$ cat src/rtl/branch_info_queue.sv
// Branch info queue: holds IF-stage prediction context (PC, history snapshot,
// predicted direction) in program order until the branch resolves in EX.
// On a resolve the oldest entry is popped and checked against the outcome. A
// mispredict empties the queue and produces the corrected history one cycle
// later. Prediction hit/miss statistics are kept alongside.
module branch_info_queue #(
  parameter int DEPTH = 4,
  parameter int BHR_W = 7
) (
  input  logic                       clk,
  input  logic                       rst,
  input  logic                       push_valid,
  input  logic [31:0]                push_pc,
  input  logic [BHR_W-1:0]           push_bhr,
  input  logic                       push_pred_taken,
  output logic                       push_ready,
  input  logic                       resolve_valid,
  input  logic                       resolve_taken,
  input  logic                       flush,
  output logic                       head_valid,
  output logic [31:0]                head_pc,
  output logic [BHR_W-1:0]           head_bhr,
  output logic                       head_pred_taken,
  output logic                       mispredict,
  output logic [BHR_W-1:0]           restore_bhr,
  output logic [$clog2(DEPTH):0]     count,
  output logic                       overflow_err,
  output logic                       underflow_err,
  output logic [15:0]                hit_cnt,
  output logic [15:0]                miss_cnt
);
  localparam int PW = $clog2(DEPTH);
  localparam int CW = PW + 1;

  // Entry storage is never reset; head_* are only meaningful with head_valid.
  logic [31:0]      pc_mem   [DEPTH];
  logic [BHR_W-1:0] bhr_mem  [DEPTH];
  logic             pred_mem [DEPTH];

  logic [PW-1:0]    rd_ptr_q, rd_ptr_d;
  logic [PW-1:0]    wr_ptr_q, wr_ptr_d;
  logic [CW-1:0]    count_q, count_d;
  logic             mispredict_q, mispredict_d;
  logic [BHR_W-1:0] restore_bhr_q, restore_bhr_d;
  logic [15:0]      hit_cnt_q, hit_cnt_d;
  logic [15:0]      miss_cnt_q, miss_cnt_d;
  logic             overflow_q, overflow_d;
  logic             underflow_q, underflow_d;

  logic full, empty;
  logic pop, hit, miss, push_acc;

  assign full  = (count_q == CW'(DEPTH));
  assign empty = (count_q == '0);

  // Flush outranks resolve: a flushing cycle never pops or scores.
  assign pop  = resolve_valid && !empty && !flush;
  assign hit  = pop && (resolve_taken == pred_mem[rd_ptr_q]);
  assign miss = pop && (resolve_taken != pred_mem[rd_ptr_q]);
  // A push behind a mispredict is wrong-path, so it is discarded like on flush.
  assign push_acc = push_valid && !flush && !miss && (!full || pop);

  // Next-state: pointers, occupancy, statistics, error flags, recovery outputs.
  always_comb begin
    rd_ptr_d      = rd_ptr_q;
    wr_ptr_d      = wr_ptr_q;
    count_d       = count_q;
    mispredict_d  = miss;
    restore_bhr_d = restore_bhr_q;
    hit_cnt_d     = hit_cnt_q;
    miss_cnt_d    = miss_cnt_q;
    overflow_d    = overflow_q;
    underflow_d   = underflow_q;

    if (flush || miss) begin
      rd_ptr_d = '0;
      wr_ptr_d = '0;
      count_d  = '0;
    end else begin
      if (pop)      rd_ptr_d = rd_ptr_q + 1'b1;
      if (push_acc) wr_ptr_d = wr_ptr_q + 1'b1;
      case ({push_acc, pop})
        2'b10:   count_d = count_q + 1'b1;
        2'b01:   count_d = count_q - 1'b1;
        default: count_d = count_q;
      endcase
    end

    if (miss) restore_bhr_d = {bhr_mem[rd_ptr_q][BHR_W-2:0], resolve_taken};

    if (hit  && hit_cnt_q  != 16'hFFFF) hit_cnt_d  = hit_cnt_q  + 16'd1;
    if (miss && miss_cnt_q != 16'hFFFF) miss_cnt_d = miss_cnt_q + 16'd1;

    if (push_valid && full && !pop && !flush) overflow_d  = 1'b1;
    if (resolve_valid && empty && !flush)     underflow_d = 1'b1;
  end

  // Control state with asynchronous active-low reset.
  always_ff @(posedge clk or negedge rst) begin
    if (!rst) begin
      rd_ptr_q      <= '0;
      wr_ptr_q      <= '0;
      count_q       <= '0;
      mispredict_q  <= 1'b0;
      restore_bhr_q <= '0;
      hit_cnt_q     <= '0;
      miss_cnt_q    <= '0;
      overflow_q    <= 1'b0;
      underflow_q   <= 1'b0;
    end else begin
      rd_ptr_q      <= rd_ptr_d;
      wr_ptr_q      <= wr_ptr_d;
      count_q       <= count_d;
      mispredict_q  <= mispredict_d;
      restore_bhr_q <= restore_bhr_d;
      hit_cnt_q     <= hit_cnt_d;
      miss_cnt_q    <= miss_cnt_d;
      overflow_q    <= overflow_d;
      underflow_q   <= underflow_d;
    end
  end

  // Entry write at the tail; a full-queue pop+push reuses the slot just read.
  always_ff @(posedge clk) begin
    if (push_acc) begin
      pc_mem[wr_ptr_q]   <= push_pc;
      bhr_mem[wr_ptr_q]  <= push_bhr;
      pred_mem[wr_ptr_q] <= push_pred_taken;
    end
  end

  assign push_ready      = !full;
  assign head_valid      = !empty;
  assign head_pc         = pc_mem[rd_ptr_q];
  assign head_bhr        = bhr_mem[rd_ptr_q];
  assign head_pred_taken = pred_mem[rd_ptr_q];
  assign mispredict      = mispredict_q;
  assign restore_bhr     = restore_bhr_q;
  assign count           = count_q;
  assign overflow_err    = overflow_q;
  assign underflow_err   = underflow_q;
  assign hit_cnt         = hit_cnt_q;
  assign miss_cnt        = miss_cnt_q;
endmodule

$ cat config.mk
export PLATFORM = sky130hd
export DESIGN_NAME = branch_info_queue
export DESIGN_NICKNAME = d
export VERILOG_FILES = /design/src/rtl/branch_info_queue.sv
export SDC_FILE = /design/constraint.sdc
export NUM_CORES = 1
export LEC_CHECK = 0
export ABC_CLOCK_PERIOD_IN_PS = 8060
export CELL_PAD_IN_SITES_DETAIL_PLACEMENT = 1
export CELL_PAD_IN_SITES_GLOBAL_PLACEMENT = 1
export CORE_MARGIN = 3
export CORE_UTILIZATION = 49
export DETAILED_ROUTE_END_ITERATION = 6
export PLACE_DENSITY_LB_ADDON = 0.25
export SLEW_MARGIN = 20
export SYNTH_ARGS = -nofsm -noshare
export SYNTH_HDL_FRONTEND = slang
export SYNTH_SLANG_ARGS = --single-unit
export TNS_END_PERCENT = 30
$ cat constraint.sdc
create_clock -name clk -period 8.06 [get_ports clk]
set_input_delay 0.806 -clock clk [delete_from_list [all_inputs] [get_ports clk]]
set_output_delay 0.806 -clock clk [all_outputs]
set_load 0.01 [all_outputs]
# After elaboration in Yosys (flattened, before gate mapping)
# Memory sizes are Yosys's and may differ from the RTL's.
# Index checks and enable logic that the tools add are counted.
# classes
n_addsub	6
eq_ne	7
mux	8
reduce_logical	25
# op_table
op	count
$add A16 B1 Y16 const B	2
$ne A16 B16 Y1 const B	2
$logic_and A1 B1 Y1	14
$mux W2	4
$pmux W3 S2	1
$logic_not A1 Y1	5
$add A2 B1 Y2 const B	2
$reduce_bool A2 Y1	2
$add A3 B1 Y3 const B	1
$eq A3 B3 Y1 const B	1
$logic_not A3 Y1	1
$mux W3	1
$reduce_bool A3 Y1	1
$sub A3 B1 Y3 const B	1
$eq A2 B1 Y1 const B	1
$eq A2 B2 Y1 const B	1
$logic_or A1 B1 Y1	2
$mux W1	2
$eq A1 B1 Y1	1
$ne A1 B1 Y1	1
# totals
reg_bits	49
ram_bits	160
input_bits	46
output_inout_bits	87
elab_cells	58
mem_count	3
# memory_table
name	depth	width	rd	rd_clocked_by_memory_dff	wr	line	rtl
pc_mem	4	32	1	0	1	36	logic [31:0] pc_mem [DEPTH];
bhr_mem	4	7	1	0	1	37	logic [BHR_W-1:0] bhr_mem [DEPTH];
pred_mem	4	1	1	0	1	38	logic pred_mem [DEPTH];

# Depth between registers and ports, before layout
# depth
depth_word	11
mapped_depth	11
depth_no_buf	8

# Least setup slack after synthesis
# OpenSTA, ideal clock, no wires.
# synth_path
kind	input port to flip-flop
from	in flush
to	mem bhr_mem[0][0] (enable)
setup_ns	0.401
arrival_ns	2.605
required_time_ns	7.659
slack_ns	5.053
cell_stages	5
n_path_buf	1
path_cell_list	clkbuf_1 -> nor2b_1 -> o21a_1 -> nor2b_1 -> and2_1
# synth_between
elab_chain_cells	8
elab_cells_between_ends	10
classes_between	mux (2); reduce/logical (8)
# synth_lines
item	line	rtl
from (decl)	19	input logic flush,
$logic_not A1 Y1 (*)	57, 61	
$logic_and A1 B1 Y1	57	assign pop = resolve_valid && !empty && !flush;
$logic_and A1 B1 Y1	59	assign miss = pop && (resolve_taken != pred_mem[rd_ptr_q]);
$logic_not A1 Y1	61	assign push_acc = push_valid && !flush && !miss && (!full || pop);
$logic_and A1 B1 Y1	61	
$logic_and A1 B1 Y1 (*)	61	
$mux W1 (*)	125	if (push_acc) begin
$mux W1 (implied by the code) (*)	127	bhr_mem[wr_ptr_q] <= push_bhr;
to (decl)	37	
# Every way passes the cells marked *; elsewhere a longest branch is shown, timed or not.

# Worst setup path in the final report
# layout_path
from	reg rd_ptr_q[1]
to	out head_pred_taken
# layout_between
elab_chain_cells	1
# layout_lines
item	line	rtl
from (decl)	40	logic [PW-1:0] rd_ptr_q, rd_ptr_d;
from (signal assigned)	111	rd_ptr_q <= rd_ptr_d;
$mem_v2 Z4 W1	-	
to (decl)	23	output logic head_pred_taken,
# Every way passes these cells.

==> summary.md <==
| Metric | Value |
|---|---|
| #FFs+latches synth | roughly 210 |
| WL/cell | around 22 um |
| Clock share of power | 0.386 |
| Area leader, netlist | edfxtp_1 |
| Worst Skew | between 0.006 and 0.007 ns |
| Non-Filler Instances | 816 |
| DIE HEIGHT | 136 um |
| XOR/XNOR share of the synthesized area | 0.0329 |
| Final Cycle Share | 0.455 |
| Reg2reg start | rd_ptr_q[1]$_DFFE_PN0P_ |
| Biggest cell delay along the critical path | 1.10 ns |
| Final Critical Period | ~3.7 ns |
| Clk slew on worst S/H paths | 0.06 ns |
| Ranking of synthesized cells by area | edfxtp_1, dfrtp_1, mux4_2 |
| Share of cells above drive strength 1 | 0.158 |
| First-pass GRT wire length | ~28,000 um |
| GPL Wtd Cong | between 0.8 and 0.9 |
| PwrDens | 241 mW/mm2 |
| Register area | 0.00604 mm2 |
| Port bufs | approximately 130 |
| Fin. Hold Viols | 0 |
| Crit end category | output pin |
| Worst slew margin | 0.259 |
| Setup violators final | 0 |
| Antenna Nets Post-Route | 0 |
| Peak VDD IR | roughly 0.18 mV |
| Post-DP Area | between 0.009 and 0.01 mm2 |
| Unrepaired setup endpoints after global routing | no |
| Compound-gate portion of the synthesized area | 0.0100 |
| MaxCap Viol Count | 0 |
| Post-synth net total | about 500 |
| Tightest Pin Transition | approximately 1.1 ns |
| Footprint of the multi-input gates | ~0.0021 mm2 |
| Startpoint Class | flop |
| Yosys warns | 0 |
| # H-tree levels | 1 |
| Vias in the first global route | between 4,000 and 5,000 |
| Number of vias per cell | roughly 5.5 |
| Clock tree buffer depth | 3 |
| Drc violations | 0 |
| Largest net degree at the start of global routing | 50 |
| Syn avg cell area | ~19 um2 |
| Adder-Cell Fraction of Synth Area | 0.0115 |
| Hold Crit Class | in2async |
| DRT Pass-1 Iters | 4 |
| Hold buffer count at CTS | 0 |
| Nets@finish | 638 |
| Post-synthesis cell count | between 400 and 500 |
| Post-CTS Resized | 0 |
| Top Family by Delay on Critical Path | flip-flops |
| Post-CTS Setup Inserts | 0 |
| Initial detailed-routing violation count | about 380 |
| Clock root cell | clkbuf_16 |
| Initial core utilization | 0.511 |
| Layout area overhead | 26.9% |
| Post-synthesis sequential area ratio | 0.730 |
| Final Max Slew Viols | 0 |
| WL final | between 15,000 and 20,000 um |
| Total congestion overflow | 0 |
| Fraction of registers with async set/reset | 0.234 |
| CP max stage cell | dfrtp_2 |
| # diodes | 0 |
| Mapped Area | between 0.008 and 0.009 mm2 |
| Num Clock Sinks | between 200 and 250 |
| Final Power | between 2000 and 3000 uW |
| Synth top area share | 0.582 |
| I/O pins | between 100 and 150 |
| Post-route cell area | 0.0105 mm2 |
| Cell Rows | 46 |
| Die area | about 0.018 mm2 |
| Antenna violations before repair | 0 |
| Reg power frac | 0.501 |
| Arrival @ worst endpoint | 2.86 ns |
| Comb power frac | 0.114 |
| Crit Path Max Fanout | between 40 and 50 |
| Req. time, crit path | about 7.3 ns |
| CP Launch Point | rd_ptr_q[1]$_DFFE_PN0P_ |
| CTS buffer count | 22 |
| EDFF count, synth | 160 |
| GRT Total Usage | 0.200 |
| Die Width | roughly 140 um |
| Outcome | finished clean |
| Sw power | about 570 uW |
| Hold WS | 0.327 ns |
| Switching Share | 0.225 |
| Fill cell count | roughly 1,400 |
| CP bufs+invs | 2 |
| CTS tree | yes |
| Post-Synth Simple-Gate Area | 0.0716 |
| Largest family of logic cells by synthesized area | multiplexers |
| Placed Instances | 777 |
| Vias | between 4,000 and 5,000 |
| Core area | ~0.016 mm2 |
| Multiplexer share of the synthesized area | 0.129 |
| Pint | between 1500 and 2000 uW |
| Post-DP HPWL | roughly 11,000 um |
| Latest clock arrival within the worst-skew pair | ~0.5 ns |
| Sum Neg Setup Slack | 0 ns |
| Main flop type after synthesis | edfxtp_1 |
| Unique masters post-synth | 40 |
| WS Path Type | reg2out |
| Static Leak | about 0.0036 uW |
| Fmax | roughly 270 MHz |
| Worst-path cell chain | mux2i_1 -> mux2_2 -> inv_1 -> clkdlybuf4s50_1 |
[per-layer routing]
metal,track usage,vias up,share of wire
met4,0.0493,0,0.019
met5,0,-,0
li1,-,2023,-
met1,0.269,2317,0.41
met2,0.341,141,0.52
met3,0.0377,29,0.051
[state kept, by name (all words and copies together) (netlist names)]
name and cells:
bhr_mem 28, pred_mem 4, wr_ptr_q 2, count 3
rd_ptr_q 2, mispredict 1, hit_cnt 16, pc_mem 128
restore_bhr 7, overflow_err 1, miss_cnt 16, underflow_err 1
[synth_stat cells (all sizes together), types with 9 or more instances]
library cell / count
buf: 11
dfrtp: 49
edfxtp: 160
inv: 10
mux2: 12
mux4: 39
nand2: 15
nand3: 15
nand4: 14
nor2: 10
nor3: 9
xnor2: 21
xor2: 10
[cell usage in the layout (no fill, tap or decap), types with 2 or more instances in the layout]
cell type and count:
a21oi_1 4, and2_1 2, and2_4 4, and3_1 8, and4_1 3, buf_4 2, bufinv_16 2, clkbuf_1 2
clkbuf_16 22, clkdlybuf4s50_1 131, clkinv_1 6, clkinv_2 5, dfrtp_1 47, edfxtp_1 160, ha_1 6, inv_1 10
mux2_2 12, mux2i_1 5, mux4_2 39, nand2_1 15, nand2b_1 4, nand3_1 15, nand4_1 14, nand4b_1 3
nor2_1 10, nor2b_1 4, nor3_1 8, nor3b_1 4, nor4_1 3, o21ai_0 3, xnor2_1 21, xor2_1 10
[path summary, 6_finish.rpt]
path	cells past startpoint	end	slack (ns)
setup / recovery	4	head_pred_taken	4.40
hold / removal	1	restore_bhr[4]$_DFFE_PN0P_	0.33
setup reg to reg	8	count[2]$_DFFE_PN0P_	4.44
hold reg to reg	2	overflow_err$_DFFE_PN0P_	0.47
max in group asynchronous	1	rd_ptr_q[0]$_DFFE_PN0P_	7.25
min in group clk	2	overflow_err$_DFFE_PN0P_	0.47
[per-stage QoR]
stage                     utilization  setup slack [ns]
after detailed placement        0.605              4.34
after global routing            0.648              4.19
after floorplan                     -              5.05
after CTS                       0.648              4.36
after global placement          0.605              4.43
final                           0.648              4.40
[kinds of logic after synthesis]
group,after synthesis
AND/OR/NAND/NOR,102
buffers and inverters,26
adder cells (fa/ha/maj),7
XOR/XNOR,31
flip-flops,209
AO/OA/AOI/OAI,13
multiplexers,56
[final cells by class]
cell class | count | share of cell area
tap | 216 | 0.0258
inverter | 10 | 0.00358
multi-input combinational | 209 | 0.202
clock buffer | 25 | 0.0546
clock inverter | 14 | 0.0118
sequential | 209 | 0.576
timing repair buffer | 133 | 0.127
[power by group through the flow]
| stage | sequential, uW | clock, uW | combinational (uW) |
|---|---|---|---|
| final | 1260 | 972 | 287 |
| after global routing | 1270 | 1040 | 311 |
| after CTS | 1260 | 995 | 292 |
| after detailed placement | 1290 | 0 | 289 |
| after global placement | 1280 | 0 | 281 |
| after floorplan | 1280 | 0 | 122 |
Power figures use the tool's default switching activity.
==> patch (config.mk and constraints unchanged) <==
The parameter `BHR_W` goes from 7 to 5.
--- a/src/rtl/branch_info_queue.sv
+++ b/src/rtl/branch_info_queue.sv
@@ -7,3 +7,3 @@
   parameter int DEPTH = 4,
-  parameter int BHR_W = 7
+  parameter int BHR_W = 5
 ) (
Ports: changed (resized head_bhr, push_bhr and restore_bhr); port bits go from 133 to 127. No check against the original RTL was run, so the function may have changed too.
==> patch against the original RTL <==
  * Design area decreased by 4.7%
  * Total power decreased by 7.7%
  * Setup slack got worse by 0.068 ns
  * Largest power group unchanged
  * Synthesized area decreased by 4.3%
  * Count of clock-buffer cells in the layout decreased by 8
  * Worst hold slack improved by 0.14 ns
  * Sequential cell count decreased by 10
  * Die area decreased by 4.1%
  * Wire length decreased by 0.34%
  * Non-clock buffer count decreased by 4
==> patch: results (changes against the original RTL) <==
Placement
The total placed instance area is 9370 sq um (-4.1%). The minimum setup slack after placement was 4.17 ns (-0.175 ns).

Worst setup path
The last element of the critical path is pc_mem[2][5]. The path depth of the worst reg2reg path was 6 (-2). The register-to-register setup slack is 4.33 ns (-0.11 ns).

CTS
The CTS buffer count was 17 (-23%). The clock latency on the worst-skew pair is 0.43 ns (-0.07 ns). The maximum level of the CTS H-tree came to 4 (+3). The buffer depth of the longest clock path was 2 (-1).

Outcome
The flow ran to the end, and the final reports show no timing, DRC or antenna violations.

Synth
Sorting the synthesized cells by area gives the leading types as edfxtp_1 58%, dfrtp_1 15%, mux4_2 11%. The fraction of the mapped netlist area in compound gates came to 0.0155 (+0.00551). The number of enable flip-flop cells after synthesis is 152 (-5.0%).

The share of the synthesized netlist area taken by xor and xnor gates is 0.0355 (+0.00259). The part of the Yosys area used for sequential elements came to 0.726 (-0.00390). The multiplexer area fraction after synthesis is 0.125 (-0.00371).

Final layout
The count of filler cells inserted in the layout is 1337 (-3.1%). The largest registers in the layout are pc_mem (128), bhr_mem (20). The number of nets in the finished design came to 614 (-3.8%).

STA
The worst clock skew is 0.00973 ns (+0.00298 ns). The worst relative slew slack is 0.292 (+0.0328).

GRT
The global-route wire length before repair came to 28.1 mm (-1.1%). The aggregate global-route resource usage is 0.209 (+0.00920). The met1 demand-to-capacity share in global routing is 0.273 (+0.00427). The pin count of the biggest net entering global routing is 48 (-4.0%).

Detailed routing
The number of vias per cell after detailed routing is 5.55 (+0.33%). The routed length on met3 was 881 um (-2.3%). The DRC violation total after the first TritonRoute iteration is 261 (-31%). The routed metal-1 wirelength is 7.45 mm (+2.3%).

Power
The largest voltage drop on the vdd net is 162 uV (-11%).
patch: layout make-up:
class                           instances  share of cell area
Sequential cell                       199               0.575
Inverter                               10             0.00376
Tap cell                              211              0.0264
Clock buffer                           17              0.0426
Multi-Input combinational cell        206               0.205
Timing Repair Buffer                  129               0.128
Clock inverter                         15              0.0187
patch: cell families (layout without fill, tap and decap cells):
| family | Yosys count | count (layout) |
|---|---|---|
| adder cells (fa/ha/maj) | 7 | 7 |
| multiplexers | 51 | 51 |
| buffers and inverters | 26 | 171 |
| flip-flops | 199 | 199 |
| XOR/XNOR | 32 | 32 |
| AND/OR/NAND/NOR | 98 | 98 |
| AO/OA/AOI/OAI | 18 | 18 |
patch: report_power, final:
group / total (W) / switching (W) / internal, W
Combinational: 0.000260 / 0.000116 / 0.000144
Sequential: 0.00118 / 0.0000340 / 0.00115
Clock: 0.000882 / 0.000407 / 0.000474
Total: 0.00233 / 0.000558 / 0.00177
patch: through the flow:
stage,cells,util,total power [W]
2_1_floorplan,431,-,0.00131
3_3_place_gp,755,0.605,0.00145
3_5_place_dp,755,0.605,0.00147
4_1_cts,787,0.645,0.00235
5_1_grt,787,0.645,0.00242
6_report,787,0.645,0.00233
patch: worst min-delay path by stage:
stage | startpoint | to | slack (ns) | depth (start not counted)
6_report | rst | hit_cnt[11] | 0.46 | 2
5_1_grt | underflow_err | underflow_err | 0.50 | 2
4_1_cts | rst | hit_cnt[11] | 0.48 | 2
3_5_place_dp | underflow_err | underflow_err | 0.47 | 2
3_3_place_gp | underflow_err | underflow_err | 0.45 | 2
2_1_floorplan | overflow_err | overflow_err | 0.49 | 1
patch: worst register-to-register path, cell delays in order (launching register included):
cell	delay, ns
dfrtp_2	1.04
mux2i_1	0.39
mux2i_2	0.36
nor3_4	0.05
buf_4	0.24
nor2b_1	0.32
and2_2	0.92
